**config.mk**
```make
export PLATFORM = sky130hd
export DESIGN_NAME = psx_pad_poller
export DESIGN_NICKNAME = d
export VERILOG_FILES = /design/src/rtl/psx_pad_poller.sv
export SDC_FILE = /design/constraint.sdc
export NUM_CORES = 1
export LEC_CHECK = 0
export CAP_MARGIN = 20
export CORE_ASPECT_RATIO = 1.75
export CORE_UTILIZATION = 34
export CTS_BUF_LIST = sky130_fd_sc_hd__clkbuf_8 sky130_fd_sc_hd__clkbuf_16
export DETAILED_ROUTE_END_ITERATION = 16
export DONT_BUFFER_PORTS = 1
export PLACE_DENSITY = 0.49
export SYNTH_ARGS = -nofsm -noshare
export SYNTH_HDL_FRONTEND = slang
export SYNTH_SLANG_ARGS = --single-unit
```
**constraint.sdc**
```tcl
create_clock -name clk -period 3.4 [get_ports clk]
set_input_delay 0.17 -clock clk [delete_from_list [all_inputs] [get_ports clk]]
set_output_delay 0.17 -clock clk [all_outputs]
set_load 0.005 [all_outputs]
```
**src/rtl/psx_pad_poller.sv**
```systemverilog
// psx_pad_poller: single-clock PlayStation pad poller. Every poll period it
// lowers psSEL, shifts the 0x01,0x42,0x00.. command frame out on TXD (LSB
// first), samples the reply on RXD, checks the 0x5A marker and publishes an
// NES-style button byte with a one-cycle valid strobe.
// Optional feature macro: PSX_ANALOG_EN (9-byte analog frame, ID 0x73, axes).
module psx_pad_poller #(
  parameter int PIXEL_CLOCK = 25_200_000,
  parameter int SCLK_HZ     = 250_000,
  parameter int POLL_HZ     = 60
) (
  input  logic        clk,
  input  logic        rst,
  input  logic        joyi,
  output logic [2:0]  joy,
  output logic [7:0]  btn,
  output logic        valid,
  output logic        err,
  output logic [31:0] axes
);
  localparam int H = PIXEL_CLOCK / SCLK_HZ / 2;
  localparam int P = PIXEL_CLOCK / POLL_HZ;
`ifdef PSX_ANALOG_EN
  localparam int N = 9;
`else
  localparam int N = 5;
`endif
  localparam int CW = $clog2(4 * H) + 1;
  localparam int PW = (P > 1) ? $clog2(P) : 1;
  localparam logic [CW-1:0] C_H1  = CW'(H - 1);
  localparam logic [CW-1:0] C_2H1 = CW'(2 * H - 1);
  localparam logic [CW-1:0] C_4H1 = CW'(4 * H - 1);
  localparam logic [PW-1:0] C_P1  = PW'(P - 1);
  localparam logic [3:0]    C_N1  = 4'(N - 1);

  typedef enum logic [2:0] {
    S_IDLE  = 3'd0,
    S_SETUP = 3'd1,
    S_LOW   = 3'd2,
    S_HIGH  = 3'd3,
    S_GAP   = 3'd4,
    S_HOLD  = 3'd5,
    S_DONE  = 3'd6
  } state_t;

  // Command byte sent in frame position idx.
  function automatic logic [7:0] f_cmd(input logic [3:0] idx);
    case (idx)
      4'd0:    f_cmd = 8'h01;
      4'd1:    f_cmd = 8'h42;
      default: f_cmd = 8'h00;
    endcase
  endfunction

  state_t          r_state, w_state_nxt;
  logic [CW-1:0]   r_cnt, w_cnt_nxt;
  logic [2:0]      r_bit, w_bit_nxt;
  logic [3:0]      r_byte, w_byte_nxt;
  logic            r_txd, w_txd_nxt;
  logic [7:0]      w_cmd_nxt;
  logic            w_sample, w_done, w_start, w_tick, w_ok;
  logic            w_sel_nxt, w_sclk_nxt;
  logic [PW-1:0]   r_poll;
  logic            r_pend;
  logic [2:0]      r_joy;
  logic [6:0]      r_shift;
  logic [7:0]      w_rx_byte;
  logic [7:0]      r_b2;
  logic [7:0]      r_cap_btn;
  logic [7:0]      r_btn;
  logic            r_valid, r_err;
`ifdef PSX_ANALOG_EN
  logic [7:0]      r_b1;
  logic [31:0]     r_cap_axes;
  logic [31:0]     r_axes;
`endif

  assign w_tick    = (r_poll == C_P1);
  // A poll tick that lands while a frame is still running is remembered and
  // served as soon as the FSM is back in IDLE; frames never overlap.
  assign w_start   = (r_state == S_IDLE) && (w_tick || r_pend);
  assign w_rx_byte = {joyi, r_shift};
`ifdef PSX_ANALOG_EN
  assign w_ok      = (r_b2 == 8'h5A) && (r_b1 == 8'h73);
`else
  assign w_ok      = (r_b2 == 8'h5A);
`endif
  assign w_sel_nxt  = (w_state_nxt == S_IDLE) || (w_state_nxt == S_DONE);
  assign w_sclk_nxt = (w_state_nxt != S_LOW);

  // Free-running poll period counter.
  always_ff @(posedge clk or posedge rst) begin
    if (rst) r_poll <= {PW{1'b0}};
    else if (w_tick) r_poll <= {PW{1'b0}};
    else r_poll <= r_poll + PW'(1);
  end

  // Deferred-poll flag.
  always_ff @(posedge clk or posedge rst) begin
    if (rst) r_pend <= 1'b0;
    else if (w_start) r_pend <= 1'b0;
    else if (w_tick) r_pend <= 1'b1;
    else r_pend <= r_pend;
  end

  // Next-state, timer, bit/byte index and TXD selection.
  always_comb begin
    w_state_nxt = r_state;
    w_cnt_nxt   = r_cnt + CW'(1);
    w_bit_nxt   = r_bit;
    w_byte_nxt  = r_byte;
    w_sample    = 1'b0;
    w_done      = 1'b0;
    case (r_state)
      S_IDLE: begin
        w_cnt_nxt = {CW{1'b0}};
        if (w_start) begin
          w_state_nxt = S_SETUP;
          w_bit_nxt   = 3'd0;
          w_byte_nxt  = 4'd0;
        end else begin
          w_state_nxt = S_IDLE;
        end
      end
      S_SETUP: begin
        if (r_cnt == C_2H1) begin
          w_state_nxt = S_LOW;
          w_cnt_nxt   = {CW{1'b0}};
        end else begin
          w_state_nxt = S_SETUP;
        end
      end
      S_LOW: begin
        if (r_cnt == C_H1) begin
          w_state_nxt = S_HIGH;
          w_cnt_nxt   = {CW{1'b0}};
        end else begin
          w_state_nxt = S_LOW;
        end
      end
      S_HIGH: begin
        w_sample = (r_cnt == {CW{1'b0}});
        if (r_cnt == C_H1) begin
          w_cnt_nxt = {CW{1'b0}};
          if (r_bit == 3'd7) begin
            w_bit_nxt   = 3'd0;
            w_state_nxt = (r_byte == C_N1) ? S_HOLD : S_GAP;
          end else begin
            w_bit_nxt   = r_bit + 3'd1;
            w_state_nxt = S_LOW;
          end
        end else begin
          w_state_nxt = S_HIGH;
        end
      end
      S_GAP: begin
        if (r_cnt == C_4H1) begin
          w_state_nxt = S_LOW;
          w_cnt_nxt   = {CW{1'b0}};
          w_byte_nxt  = r_byte + 4'd1;
        end else begin
          w_state_nxt = S_GAP;
        end
      end
      S_HOLD: begin
        if (r_cnt == C_2H1) begin
          w_state_nxt = S_DONE;
          w_cnt_nxt   = {CW{1'b0}};
        end else begin
          w_state_nxt = S_HOLD;
        end
      end
      S_DONE: begin
        w_done      = 1'b1;
        w_state_nxt = S_IDLE;
        w_cnt_nxt   = {CW{1'b0}};
      end
      default: begin
        w_state_nxt = S_IDLE;
        w_cnt_nxt   = {CW{1'b0}};
      end
    endcase
    w_cmd_nxt = f_cmd(w_byte_nxt);
    // TXD only moves when psCLK falls, giving a full half-bit of setup.
    if ((w_state_nxt == S_LOW) && (r_state != S_LOW)) w_txd_nxt = w_cmd_nxt[w_bit_nxt];
    else w_txd_nxt = r_txd;
  end

  // FSM state register and registered pad pins.
  always_ff @(posedge clk or posedge rst) begin
    if (rst) begin
      r_state <= S_IDLE;
      r_cnt   <= {CW{1'b0}};
      r_bit   <= 3'd0;
      r_byte  <= 4'd0;
      r_txd   <= 1'b1;
      r_joy   <= 3'b111;
    end else begin
      r_state <= w_state_nxt;
      r_cnt   <= w_cnt_nxt;
      r_bit   <= w_bit_nxt;
      r_byte  <= w_byte_nxt;
      r_txd   <= w_txd_nxt;
      r_joy   <= {w_txd_nxt, w_sel_nxt, w_sclk_nxt};
    end
  end

  // Reply shift register and capture of the bytes that matter.
  always_ff @(posedge clk or posedge rst) begin
    if (rst) begin
      r_shift    <= 7'd0;
      r_b2       <= 8'h00;
      r_cap_btn  <= 8'h00;
`ifdef PSX_ANALOG_EN
      r_b1       <= 8'h00;
      r_cap_axes <= 32'h0;
`endif
    end else if (w_sample) begin
      r_shift <= w_rx_byte[7:1];
      if (r_bit == 3'd7) begin
        case (r_byte)
`ifdef PSX_ANALOG_EN
          4'd1: r_b1 <= w_rx_byte;
          4'd5: r_cap_axes[7:0]   <= w_rx_byte;
          4'd6: r_cap_axes[15:8]  <= w_rx_byte;
          4'd7: r_cap_axes[23:16] <= w_rx_byte;
          4'd8: r_cap_axes[31:24] <= w_rx_byte;
`endif
          4'd2: r_b2 <= w_rx_byte;
          4'd3: r_cap_btn[7:2] <= ~{w_rx_byte[5], w_rx_byte[7], w_rx_byte[6],
                                    w_rx_byte[4], w_rx_byte[3], w_rx_byte[0]};
          4'd4: r_cap_btn[1:0] <= ~{w_rx_byte[6], w_rx_byte[5]};
          default: r_shift <= w_rx_byte[7:1];
        endcase
      end
    end
  end

  // Validate the finished frame and publish buttons/axes.
  always_ff @(posedge clk or posedge rst) begin
    if (rst) begin
      r_btn   <= 8'h00;
      r_valid <= 1'b0;
      r_err   <= 1'b0;
`ifdef PSX_ANALOG_EN
      r_axes  <= 32'h0;
`endif
    end else if (w_done) begin
      if (w_ok) begin
        r_btn   <= r_cap_btn;
        r_valid <= 1'b1;
        r_err   <= 1'b0;
`ifdef PSX_ANALOG_EN
        r_axes  <= r_cap_axes;
`endif
      end else begin
        r_valid <= 1'b0;
        r_err   <= 1'b1;
      end
    end else begin
      r_valid <= 1'b0;
    end
  end

  assign joy   = r_joy;
  assign btn   = r_btn;
  assign valid = r_valid;
  assign err   = r_err;
`ifdef PSX_ANALOG_EN
  assign axes  = r_axes;
`else
  assign axes  = 32'h0;
`endif
endmodule

```
# == After elaboration in Yosys (flattened, before gate mapping) ==
# Cells that the tools add are included.
# word_totals
out_inout_bits,45
rom_bits,0
mem_bits_rw,0
register_bits,76
word_cells,89
latch_bits,0
memories,0
input_bits,3
# op_classes
eq_ne,20
n_reduce_logical,15
order_cmp,1
shifts,0
div,0
n_mux,32
add_sub_neg,4
bitwise_logic,2
multipliers,0
# ops
cell,n
$mux W9,3
$pmux W9 S3,1
$add A19 B1 Y19 const B,1
$eq A19 B19 Y1 const B,1
$mux W19,1
$mux W3,6
$pmux W3 S6,1
$eq A3 B3 Y1 const B,5
$pmux W7 S2,1
$mux W1,12
$add A9 B1 Y9 const B,1
$eq A3 B2 Y1 const B,3
$eq A9 B6 Y1 const B,1
$eq A9 B7 Y1 const B,1
$eq A9 B8 Y1 const B,1
$logic_not A9 Y1,1
$reduce_and A3 Y1,3
$eq A4 B2 Y1 const B,2
$eq A8 B7 Y1 const B,1
$mux W4,2
$pmux W4 S2,1
$logic_not A3 Y1,2
$ne A3 B2 Y1 const B,2
$not A6 Y6,1
other kinds (16),20

# == Longest topological paths before layout ==
# Gate-level depths: netlist of run 1.
# logic_depth
ltp_word,10
depth_mapped,9
mapped_depth_nobuf,9

# == Worst setup path after synthesis of run 1 ==
# Ideal clock, no wire load.
# synth_timing
path_type,reg-to-reg
startpoint,register r_cnt[1]
endpoint,"register r_joy[2], in the netlist joy[2]"
setup_ps,86
setup_slack_ps,1211
path_stages_with_launch,9
n_path_buf,0
required_ps,3314
synth_period_minus_slack_ps,2189
arrival_time_ps,2103
cell_sequence,dfrtp_1 inv_1 ha_1 nor4b_4 and2_4 a211oi_1 a221o_1 or3b_4 o31ai_2
# synth_between
elab_cells_between_ends,21
cone_classes,eq/ne: 5; mux: 14; reduce/logical: 2
# synth_rtl
element,line,source
start: declaration,55,"logic [CW-1:0] r_cnt, w_cnt_nxt;"
start signal: assignment,192,r_cnt <= {CW{1'b0}};
start signal: assignment,199,r_cnt <= w_cnt_nxt;
$eq A9 B7 Y1 / $eq A9 B6 Y1 (equally long branches),-,
"$mux W2, or another cell as far along","125, 165",
$pmux W3 S6 *,113,case (r_state)
net w_state_nxt[0],54,"state_t r_state, w_state_nxt;"
$eq A3 B2 Y1 *,184,if ((w_state_nxt == S_LOW) && (r_state != S_LOW)) w_txd_nxt = w_cmd_nxt[w_bit_nxt];
$logic_and A1 B1 Y1 *,184,
$mux W1 *,184,
end signal: assignment,203,"r_joy <= {w_txd_nxt, w_sel_nxt, w_sclk_nxt};"
end: declaration,64,logic [2:0] r_joy;
# The timed path passes the listed nets; every way through them passes the cells marked *. The select of a mux whose other input is x is not followed.
# A chain may end at the register's enable or synchronous reset.

# == Worst setup path in the final report of run 1 ==
# layout_timing
startpoint,register r_state[0]
endpoint,register r_b2[5]
# layout_between
elab_chain_len,3
# layout_lines
element,line,source
start: declaration,54,
start signal: assignment,198,r_state <= w_state_nxt;
$eq A3 B2 Y1,113,
$mux W1,113,
$reduce_and A3 Y1 (no source line),-,
end signal: assignment,228,4'd2: r_b2 <= w_rx_byte;
end: declaration,67,logic [7:0] r_b2;
# Every way passes these cells.

==> flow_summary_export.csv, run 1 <==
group,metric,value,unit
die,die_w,82.9,um
worst_setup_path,cp.required,3.62,ns
worst_setup_path,crit_path_max_fanout,15,
die,ios,48,
die,core_area,11200,um^2
finish,drive_gt1_share,15.5,%
route,viasPerCell,4.98,
sta,setup_ws,0.865,ns
clocking,cts_resized,0,
route,first_pass_iters,4,
placement,gp_congestion,0.813,
status,outcome,"complete, no violations",
finish,postLayoutCoreUtil,38.0,%
die,fp-row-count,51,
die,fp.dieArea,11900,um^2
synthesis,synth_top_area_share,46.3,%
synthesis,avgSynthCellArea,10.8,um^2
route,ant_nets,0,
worst_hold_path,hold_path_class,"in2async",
die,start_util,34.9,%
sta,worstMarginPinSlew,0.688,ns
route,vias,2515,
power,p_total,1.86,mW
clocking,clk_transition_reported_paths,0.07,ns
run,drv_cap,0,
sta,finalSetupViolCount,0,
power,leakage,1.93,nW
sta,min_period,2.54,ns
global_route,track_usage,14.1,%
placement,post-place-cells,487,
synthesis,synth_area_leaders,"dfrtp_1, buf_4, mux2_2",
finish,area_growth,8.93,%
synthesis,ys.flop_type,"dfrtp_1",
finish,multi_input_area,1800,um^2
sta,max_freq,0.394,GHz
clocking,cts_root_buffer,"clkbuf_16",
route,wl_per_cell,14.9,um
synthesis,async_flop_share,100,%
placement,dpl.hpwl,5580,um
power,ir_drop,0.275,mV
synthesis,synth-seq-cells,75,
finish,n_fill_cell,1092,
global_route,grt_max_degree,32,
synthesis,synth_cell_types,61,
clocking,postCtsSetupBuffers,0,
worst_setup_path,crit_type,"reg2reg",
finish,num_antenna_cells,0,
sta,fin_skew,0.0113,ns
sta,fin_tns_setup,0,ns
clocking,numCtsBuffers,9,
global_route,grt_pass1_wl,13000,um
placement,portBuffers,0,
sta,timing.final.crit_share,74.6,%
clocking,clk_latency,0.34,ns
power,powerDensity,439,nW/um^2
clocking,clockBufferDepth,2,
route,dr.first_iter.drc_count,104,
synthesis,synth_top_cell_by_area,"dfrtp_1",
clocking,htree_levels,3,
worst_setup_path,arrival,2.75,ns
clocking,cts_tree,"done",
sta,slew_headroom,53.9,%
sta,drv_slew,0,
finish,final_net_count,380,
worst_setup_path,start_kind,"flop",
sta,rsz0062_at_grt,"false",
synthesis,ys_warn_count,0,
global_route,antenna_found_initial,0,
die,die_h,144,um
finish,instances_no_fill,505,
finish,ff_latch_area,1880,um^2
clocking,clock_sinks,75,
synthesis,synth_edf_count,0,
global_route,grt.overflow.total,0,
synthesis,syn_inst,360,
synthesis,synth-seq-area-share,48.3,%
sta,hold_violations,0,
placement,pre_cts_slack,0.834,ns
route,wirelength,7520,um
global_route,grt_pass1_vias,2619,
route,remaining_drc_errors,0,
worst_setup_path,critPathCaptureType,"flop",
synthesis,synth.most_common_cell,"dfrtp_1",
synthesis,netlist_area,3890,um^2
synthesis,synth_common_cells,"dfrtp_1, buf_4, nand2_1",
clocking,cts_hold_buf,2,
## per-layer routing
metal | track usage [%] | part of all wire [%]
met3 | 3.45 | 2.5
met5 | 0 | 0
met4 | 7.44 | 2.9
met2 | 25.2 | 55
met1 | 15.3 | 40
## critical path: stages (launching register included)
cell	delay [ns]
dfrtp_1	0.65
and3b_1	0.37
nand4_2	0.36
nor4b_4	0.45
nand2_2	0.22
mux2_1	0.35
## placed cells by master (no fill, tap or decap), types with 7 or more instances in the layout
master / count
a21oi_1: 8
clkbuf_16: 9
conb_1: 32
dfrtp_1: 72
ha_1: 9
inv_1: 11
mux2_1: 8
mux2_2: 15
nand2_1: 31
nand3_1: 9
nand4_1: 12
nor2_1: 29
nor2b_1: 7
nor3_1: 7
o21ai_0: 8
xnor2_1: 12
xor2_1: 12
## through the flow
step / hold slack (ns) / cell area [um^2]
finish: 0.321 / 4240
global route: 0.369 / 4240
CTS: 0.336 / 4240
detailed placement: 0.126 / 3920
global placement: 0.113 / 3920
floorplan: 0.265 / 4010
## layout make-up
cell class | instances | share of cell area (%)
clock buffers | 9 | 5.31
clock inverters | 7 | 1.74
inverters | 12 | 1.09
multi-input cells | 264 | 42.5
flip-flops and latches | 75 | 44.3
well taps | 132 | 3.89
repair buffers | 6 | 1.18
## registers in the layout, summed over array words and instances (netlist names)
signal / flops
r_cnt: 9
valid: 1
joy: 3
r_state: 3
r_pend: 1
r_b2: 8
r_cap_btn: 8
btn: 8
r_shift: 7
r_poll: 19
r_bit: 3
r_byte: 4
err: 1
## report_power, final
group	total, mW	switching (mW)	internal (mW)
clock network	0.939	0.418	0.521
registers	0.895	0.00115	0.893
logic	0.0307	0.0268	0.00395
## kinds of logic after synthesis
group | Yosys count | synth area share, %
compound gates | 42 | 8.13
xor+xnor | 24 | 5.40
fa+ha+maj | 9 | 2.89
buf+inv | 52 | 8.45
flops | 75 | 48.3
mux | 23 | 6.65
other cells | 1 | 0.0963
simple gates | 134 | 20.1
## final timing paths
kind | cells past startpoint | from | to | slack [ns]
setup reg to reg | 5 | r_state[0] | r_b2[5] | 0.86
min in group clk | 1 | r_shift[0] | r_cap_btn[2] | 0.47
max in group asynchronous | 3 | rst | joy[1] | 2.33
hold reg to reg | 1 | r_shift[0] | r_cap_btn[2] | 0.47
setup / recovery | 5 | r_state[0] | r_b2[5] | 0.86
hold / removal | 2 | rst | r_poll[3] | 0.32
Note: power is estimated with default switching activity, not from simulation.
==> run 2, diff against run 1 <==
--- a/config.mk
+++ b/config.mk
@@ -5,6 +5,7 @@
 export SDC_FILE = /design/constraint.sdc
 export NUM_CORES = 1
 export LEC_CHECK = 0
+export ABC_AREA = 1
 export CAP_MARGIN = 20
 export CORE_ASPECT_RATIO = 1.75
 export CORE_UTILIZATION = 34
==> constraint.sdc (replaced) <==
create_clock -name clk -period 2.4 [get_ports clk]
set_input_delay 0.12 -clock clk [delete_from_list [all_inputs] [get_ports clk]]
set_output_delay 0.12 -clock clk [all_outputs]
set_load 0.005 [all_outputs]
==> flow_summary_export.csv, run 2 <==
group,metric,value,unit
status,outcome,"complete, no violations",
worst_setup_path,critPathMaxStageDelay,0.44,ns
sta,finalSetupViolCount,0,
clocking,cts_root_buffer,"clkbuf_16",
power,ir_drop,0.325,mV
clocking,clock_sinks,75,
worst_setup_path,critPathCaptureType,"flop",
placement,gp_congestion,0.885,
placement,dpl.hpwl,6590,um
route,wl_per_cell,13.2,um
sta,rsz0062_at_grt,"false",
synthesis,netlist_area,4100,um^2
synthesis,avgSynthCellArea,8.07,um^2
placement,dpl-instance-area,4170,um^2
synthesis,ys.flop_type,"dfrtp_1",
die,fp.dieArea,12500,um^2
clocking,clk_latency,0.33,ns
sta,worstMarginPinSlew,0.540,ns
sta,slew_headroom,63.7,%
clocking,postCtsSetupBuffers,0,
die,start_util,35.2,%
route,ant_nets,0,
global_route,antenna_found_initial,0,
clocking,clockBufferDepth,2,
sta,fin_skew,0.00857,ns
finish,stdcell_area,4470,um^2
clocking,htree_levels,3,
finish,largest_reg_flops,19,
finish,drive_gt1_share,11.8,%
route,vias,3132,
synthesis,synth_top_cell_by_area,"dfrtp_1",
synthesis,synth_common_cells,"nand2_1, inv_1, dfrtp_1",
power,leakage,2.26,nW
synthesis,syn_inst,508,
finish,final_net_count,533,
power,p_total,2.58,mW
die,die_w,85,um
worst_setup_path,crit_path_max_fanout,6,
synthesis,synth-seq-area-share,45.9,%
die,core_area,11600,um^2
route,viasPerCell,4.74,
finish,n_fill_cell,1183,
synthesis,synth_cell_types,43,
die,die_h,147,um
power,powerDensity,578,nW/um^2
worst_setup_path,cp.buffers_inverters,1,
finish,layout_common_cells,"nand2_1, inv_1, dfrtp_1",
global_route,grt.overflow.total,0,
finish,multi_input_area,1750,um^2
finish,ff_latch_area,1880,um^2
finish,postLayoutCoreUtil,38.4,%
route,remaining_drc_errors,0,
finish,instances_no_fill,661,
sta,drv_slew,0,
synthesis,async_flop_share,100,%
global_route,grt_max_degree,76,
worst_setup_path,crit_chain,"ha_1 > ha_1 > nand4_1 > nand3_1 > nand2_1 > inv_1 > nor2_2 > nand3_2 > nor2_2 > nand3_1 > nor2_1 > nand2_1 > nand2_1",
worst_setup_path,crit_path_top_delay_cell,"dfrtp_1",
global_route,grt_pass1_wl,14700,um
worst_hold_path,hold_path_class,"in2async",
synthesis,ys_warn_count,0,
run,drv_cap,0,
placement,post-place-cells,643,
worst_setup_path,cp_top_family,"simple AND/OR/NAND/NOR gates",
worst_setup_path,start_kind,"flop",
die,fp-row-count,52,
finish,num_antenna_cells,0,
sta,fin_tns_setup,0,ns
sta,max_freq,0.471,GHz
finish,top_register,"r_poll",
sta,timing.final.crit_share,88.4,%
sta,min_period,2.12,ns
worst_setup_path,crit_path_frequent_cell,"nand2_1",
die,ios,48,
synthesis,synth_edf_count,0,
synthesis,synth-seq-cells,75,
route,wirelength,8750,um
clocking,clk_transition_reported_paths,0.06,ns
worst_setup_path,cp.required,2.68,ns
finish,top_regs,"r_poll (19), r_cnt (9)",
placement,portBuffers,0,
sta,hold_violations,0,
finish,layout_commonest_cell,"nand2_1",
synthesis,synth_area_leaders,"dfrtp_1, nand2_1, inv_1",
route,dr.first_iter.drc_count,123,
worst_setup_path,arrival,2.40,ns
global_route,grt_pass1_vias,3176,
finish,area_growth,9.01,%
synthesis,synth_top_area_share,44.0,%
clocking,cts_tree,"done",
global_route,track_usage,15.0,%
synthesis,synth.most_common_cell,"nand2_1",
route,first_pass_iters,4,
clocking,numCtsBuffers,9,
worst_setup_path,crit_type,"reg2reg",
==> run 2: cell type report <==
type / count / area share (%)
Clock buffer: 10 / 5.35
Clock inverter: 6 / 0.896
Inverter: 86 / 7.22
Multi-Input combinational cell: 342 / 39.1
Sequential cell: 75 / 42.1
Tap cell: 135 / 3.78
Timing Repair Buffer: 7 / 1.57
==> run 2: power breakdown <==
group	switching, mW	total (mW)	internal, mW
combinational	0.0383	0.0452	0.00693
sequential	0.000509	1.27	1.27
clock	0.543	1.27	0.730
==> run 2: kinds of logic (layout without fill, tap and decap cells) <==
| kind of cell | count (synthesis) | count (layout) | synth area share [%] |
|---|---|---|---|
| AND/OR/NAND/NOR | 239 | 239 | 27.0 |
| AO/OA/AOI/OAI | 52 | 52 | 7.54 |
| XOR/XNOR | 8 | 8 | 1.71 |
| flip-flops | 75 | 75 | 45.9 |
| multiplexers | 2 | 2 | 0.610 |
| buffers and inverters | 122 | 109 | 14.4 |
| other | 1 | 32 | 0.0915 |
| adder cells (fa/ha/maj) | 9 | 9 | 2.75 |
==> run 2: through the flow <==
stage                     hold WS [ns]  setup slack, ns
after floorplan                  0.215            0.375
after global placement           0.130            0.213
after detailed placement         0.141            0.195
after CTS                        0.358            0.182
after global routing             0.369           0.0626
final                            0.313            0.279
==> run 2: worst paths after layout <==
check,from,to,slack (ns),depth (start not counted)
max in group asynchronous,rst,joy[0],1.71,3
worst max-delay path,r_bit[0],joy[2],0.28,13
worst min-delay path,rst,btn[3],0.31,3
min in group clk,r_shift[0],r_cap_btn[2],0.45,1
worst max register to register,r_bit[0],joy[2],0.28,13
worst min register to register,r_shift[0],r_cap_btn[2],0.45,1
==> run 2: tightest hold or removal path, delay by kind of cell <==
family / cells / cell delay [ns]
buffers and inverters: 3 / 0.94
==> run 2: repair_timing <==
item,4_1_cts,5_1_grt
endpoints found under the setup margin,0,1
hold buffers,2,0
hold endpoints to repair,75,0
resized for setup,0,1
==> run 2: routing by layer <==
| metal | track usage, % | wire [um] |
|---|---|---|
| met4 | 7.37 | 304 |
| met3 | 3.26 | 198 |
| met5 | 0 | 0 |
| met2 | 28.0 | 4760 |
| met1 | 15.3 | 3480 |
